==> src/rtl/mem_access_unit.sv <==
// Memory-stage load/store unit: alignment check, data-side SRAM-like handshake,
// pipeline stall generation and load-data extension with a hold register for late stalls.
module mem_access_unit (
    input  logic        clk,
    input  logic        rst,
    input  logic        memenM,
    input  logic        memwriteM,
    input  logic [2:0]  lsopM,
    input  logic [31:0] addrM,
    input  logic [31:0] writedataM,
    input  logic        stallM,
    input  logic        flushM,
    output logic        data_req,
    output logic        data_wr,
    output logic [1:0]  data_size,
    output logic [31:0] data_addr,
    output logic [31:0] data_wdata,
    input  logic        data_addr_ok,
    input  logic        data_data_ok,
    input  logic [31:0] data_rdata,
    output logic        stall_reqM,
    output logic        adelM,
    output logic        adesM,
    output logic [31:0] badvaddrM,
    output logic [31:0] readdataM
);

    typedef enum logic [1:0] {
        IDLE = 2'd0,
        ADDR = 2'd1,
        DATA = 2'd2,
        DONE = 2'd3
    } state_t;

    state_t      state;
    logic [31:0] held_data;
    logic        cancel;

    logic        is_half;
    logic        is_word;
    logic        misaligned;
    logic        access_valid;
    logic [1:0]  size_code;
    logic        discard;
    logic [31:0] byte_lane;
    logic [31:0] half_lane;
    logic [31:0] load_ext;

    assign is_half    = (lsopM == 3'b010) | (lsopM == 3'b011) | (lsopM == 3'b110);
    assign is_word    = (lsopM == 3'b100) | (lsopM == 3'b111);
    assign misaligned = (is_half & addrM[0]) | (is_word & (addrM[1:0] != 2'b00));

    assign adelM = memenM & ~memwriteM & misaligned;
    assign adesM = memenM &  memwriteM & misaligned;

    // Reset also blocks new requests so an access caught by reset is never re-launched.
    assign access_valid = rst & memenM & ~adelM & ~adesM & ~flushM;

    assign size_code = is_word ? 2'd2 : (is_half ? 2'd1 : 2'd0);
    assign data_size = memenM ? size_code : 2'd0;
    assign data_wr   = memenM & memwriteM;
    assign data_addr = addrM;
    assign badvaddrM = addrM;

    always_comb begin
        data_wdata = writedataM;
        case (size_code)
            2'd0:    data_wdata = {4{writedataM[7:0]}};
            2'd1:    data_wdata = {2{writedataM[15:0]}};
            default: data_wdata = writedataM;
        endcase
    end

    assign byte_lane = data_rdata >> {addrM[1:0], 3'b000};
    assign half_lane = addrM[1] ? {16'h0000, data_rdata[31:16]} : {16'h0000, data_rdata[15:0]};

    always_comb begin
        load_ext = 32'h0;
        if (!memwriteM) begin
            case (lsopM)
                3'b000:  load_ext = {{24{byte_lane[7]}}, byte_lane[7:0]};
                3'b001:  load_ext = {24'h0, byte_lane[7:0]};
                3'b010:  load_ext = {{16{half_lane[15]}}, half_lane[15:0]};
                3'b011:  load_ext = {16'h0, half_lane[15:0]};
                3'b100:  load_ext = data_rdata;
                default: load_ext = 32'h0;
            endcase
        end
    end

    // A flush arriving in the completion cycle discards the result just like an earlier one.
    assign discard = cancel | flushM;

    assign data_req   = ((state == IDLE) & access_valid) | (state == ADDR);
    assign stall_reqM = ((state == IDLE) & access_valid) | (state == ADDR)
                      | ((state == DATA) & ~data_data_ok);

    always_comb begin
        readdataM = 32'h0;
        if ((state == DATA) && data_data_ok && !discard)
            readdataM = load_ext;
        else if (state == DONE)
            readdataM = held_data;
    end

    always_ff @(posedge clk or negedge rst) begin
        if (!rst) begin
            state     <= IDLE;
            held_data <= 32'h0;
            cancel    <= 1'b0;
        end else begin
            case (state)
                IDLE: begin
                    cancel <= 1'b0;
                    if (access_valid)
                        state <= data_addr_ok ? DATA : ADDR;
                end
                ADDR: begin
                    if (flushM)
                        cancel <= 1'b1;
                    if (data_addr_ok)
                        state <= DATA;
                end
                DATA: begin
                    if (flushM)
                        cancel <= 1'b1;
                    if (data_data_ok) begin
                        cancel <= 1'b0;
                        if (stallM && !discard) begin
                            state     <= DONE;
                            held_data <= load_ext;
                        end else begin
                            state <= IDLE;
                        end
                    end
                end
                DONE: begin
                    if (!stallM || flushM) begin
                        state     <= IDLE;
                        held_data <= 32'h0;
                    end
                end
                default: state <= IDLE;
            endcase
        end
    end

endmodule

==> config.mk <==
export PLATFORM = sky130hd
export DESIGN_NAME = mem_access_unit
export DESIGN_NICKNAME = d
export VERILOG_FILES = /design/src/rtl/mem_access_unit.sv
export SDC_FILE = /design/constraint.sdc
export NUM_CORES = 1
export LEC_CHECK = 0
export BUFFER_PORTS_ARGS = -buffer_cell sky130_fd_sc_hd__buf_2
export CORE_AREA = 2 2 94 96
export DETAILED_ROUTE_END_ITERATION = 6
export DIE_AREA = 0 0 96 98
export PLACE_DENSITY_LB_ADDON = 0.2
export SKIP_CTS_REPAIR_TIMING = 1
export SKIP_LAST_GASP = 1
export SYNTH_ARGS = -nofsm -noshare
export SYNTH_HDL_FRONTEND = slang
export SYNTH_SLANG_ARGS = --single-unit
==> constraint.sdc <==
create_clock -name clk -period 3.8 [get_ports clk]
set_input_delay 0.76 -clock clk [delete_from_list [all_inputs] [get_ports clk]]
set_output_delay 0.76 -clock clk [all_outputs]
set_load 0.005 [all_outputs]
==> summary.md <==
| Metric | Value |
|---|---|
| Chip Width | `about 96 um` |
| Critical path type | `in -> out` |
| First-pass GRT wire length | `17.51 mm` |
| CTS sink cnt | `35` |
| Ranking of synthesized cells by area | `dfrtp_1 24%, buf_4 17%, mux2_2 8.4%` |
| Top-area cell type share of the netlist area | `around 24%` |
| Met1 Use GR | `~29%` |
| Die ar. | `~0.0094 mm2` |
| Residual DRC | `0` |
| Post-route setup TNS | `0 ns` |
| Antenna viol nets, final | `0` |
| Fillers | `869` |
| Bufs on Longest Clock Path | `2` |
| Largest net degree at the start of global routing | `36` |
| Synth Cell Area | `0.003637 mm2` |
| Number of setup violations in the final report | `0` |
| Main synth FF type | `dfrtp_1` |
| FP Rows | `34` |
| Clock transition at the registers of the reported paths | `0.07 ns` |
| Number of synthesized flops with an enable pin | `0` |
| Met3 Use GR | `around 4.6%` |
| Setup crit start kind | `input pin` |
| Clock Latency Late Sink | `0.29 ns` |
| # port buffers | `151` |
| Busiest grt layer | `met2` |
| Starting Density | `42.96%` |
| H-Tree Depth | `2` |
| Critical Path RT | `between 3 and 4 ns` |
| Gpl congestion | `0.8440` |
| CP Max Fanout | `22` |
| Area growth syn-to-layout | `9.391%` |
| Routed WL per cell | `19.37 um` |
| Total power | `between 1.5 and 2 mW` |
| YS warnings | `0` |
| Hold Crit Class | `reg -> reg` |
| Yosys top cell by area | `dfrtp_1` |
| CTS tree | `yes` |
| Overall routing resource usage | `a little under a quarter` |
| Share of layout cells above drive strength 1 | `between 40 and 50%` |
| Final hold violation count | `0` |
| # IOs | `roughly 240` |
| Core box area | `0.008466 mm2` |
| Final-stage net count | `slightly below 600` |
| Synth cell types | `54` |
| Syn_area_per_cell | `8.850 um2` |
| Vias | `3443` |
| Estimated wirelength of the detail-placed design | `8.713 mm` |
| Initial antenna violation count | `1` |
| Sequential-to-total area share from yosys stat | `24.08%` |
| Iter 0 DRT Violations | `130` |
| Max_cap viols | `0` |
| Max Slew Vio Count | `0` |
| Die H | `98 um` |
| Status | `completed` |
| Max Clock Skew | `0.003390 ns` |
| P_leak | `1.916 nW` |
| Relative slew slack | `~55%` |
| Mapped Cells | `411` |
| Final core occ | `47.00%` |
| Worst Max-Slew Pin Slew | `0.6738 ns` |
| Root Driver | `clkbuf_8` |
| Crit path cell chain | `buf_2, or3b_1, o31ai_2, a221o_1, a22o_1, buf_2` |
| Minimum clock period after layout | `3.337 ns` |
| Vias/cell | `5.846` |
| Yosys reg bits | `35` |
| Final worst-path cycle share | `87.83%` |
| Maximum clock rate | `299.6 MHz` |
| Synth Net Count | `523` |
| Maximum VDD drop | `179.7 uV` |
| RSZ-0062 raised after global routing | `no` |
| Routed WL | `11.41 mm` |
| Vias in the first global route | `around 3400` |
| CTS Buf Count | `5` |
| CP max stage delay | `0.43 ns` |
| GRT met2 Usage | `41.35%` |
| Asr flop ratio synth | `100.0%` |
| Power per Cell Area | `423.5 mW/mm2` |
| Slowest-stage cell, CP | `buf_2` |
| Crit path top cell by count | `buf_2` |
| Worst setup EP type | `primary output` |
| Total gr overflow | `0` |
| 1st-pass router iterations | `5` |
| Arr. time, crit path | `2.58 ns` |
-- area by class of cell --
class	count	area [um2]	share of cell area [%]
multi-input cells	269	2013	50.60
flip-flops and latches	35	875.8	22.01
repair buffers	162	838.3	21.07
well taps	108	135.1	3.396
clock buffers	6	82.58	2.075
inverters	7	26.28	0.6604
clock inverters	1	5.005	0.1258
diodes	1	2.502	0.06289
-- critical path, delay by kind of cell --
| family | cells | cell delay [ns] |
|---|---|---|
| simple gates | 1 | 0.41 |
| buf+inv | 2 | 0.55 |
| compound gates | 3 | 0.85 |
-- worst paths after layout --
path	start	end	slack, ns	cells after the start
max	lsopM[1]	readdataM[5]	0.46	6
min	held_data[7]$_DFFE_PN0P_	held_data[7]$_DFFE_PN0P_	0.50	1
max reg2reg	state[0]$_DFFE_PN0P_	held_data[16]$_DFFE_PN0P_	1.55	6
min reg2reg	held_data[7]$_DFFE_PN0P_	held_data[7]$_DFFE_PN0P_	0.50	1
max in group asynchronous	rst	held_data[14]$_DFFE_PN0P_	2.86	2
min in group asynchronous	rst	held_data[19]$_DFFE_PN0P_	0.60	2
-- cell usage in the layout, fill, tap and decap left out, types with 3 or more instances in the layout --
master	netlist	routed
nand2_1	27	27
a31oi_1	25	25
mux2_2	27	27
inv_1	7	7
nor2b_1	10	9
a22oi_1	7	7
dfrtp_1	35	35
clkbuf_8	0	6
o21ai_0	9	9
nand2b_1	4	4
nor2_1	30	30
buf_2	8	151
a21oi_1	20	20
buf_4	84	11
ha_1	5	5
and2_1	3	3
a221o_1	7	7
mux2i_1	9	9
a21o_1	3	3
a311oi_1	17	17
a22o_1	30	30
-- where the power goes --
part           internal [mW]  total, mW  switching, mW
Sequential             0.497      0.575         0.0783
Combinational          0.375      0.828          0.454
Clock                  0.142      0.282          0.140
-- flip-flops by register name (all words and copies together) (netlist names) --
register	cells
cancel	1
held_data	32
state	2
-- cell families (layout without fill, tap and decap cells) --
kind of cell	after synthesis	after routing	synth area share, %
other	0	1	0
buffers and inverters	107	176	20.81
AOI/OAI and AO/OA	132	132	28.28
DFF	35	35	24.08
and+or+nand+nor	95	95	14.04
adders and majority gates	5	5	1.720
muxes	36	36	10.84
xor gates and xnor gates	1	1	0.2408
-- synthesized netlist by cell type, types with 5 or more instances --
cell type	n
a21oi_1	20
a221o_1	7
a22o_1	30
a22oi_1	7
a311oi_1	17
a31oi_1	25
buf_2	8
buf_4	84
dfrtp_1	35
ha_1	5
inv_1	7
mux2_2	27
mux2i_1	9
nand2_1	27
nor2_1	30
nor2b_1	10
o21ai_0	9
-- layer usage --
layer / wire length (um) / share of wire (%)
met3: 1043 / 9.1
met5: 0 / 0
met4: 261 / 2.3
met1: 4353 / 38
met2: 5748 / 50
-- through the flow --
stage	cell area [um2]	hold slack, ns	worst slack, ns	std cells
after detailed placement	3889	0.4836	0.4323	581
final	3979	0.5011	0.4626	589
after global placement	3889	0.4707	0.5210	581
after global routing	3979	0.5232	0.2872	589
after floorplan	3637	0.4560	1.176	411
after CTS	3976	0.5033	0.4587	588
Note: power is estimated with default switching activity, not from simulation.
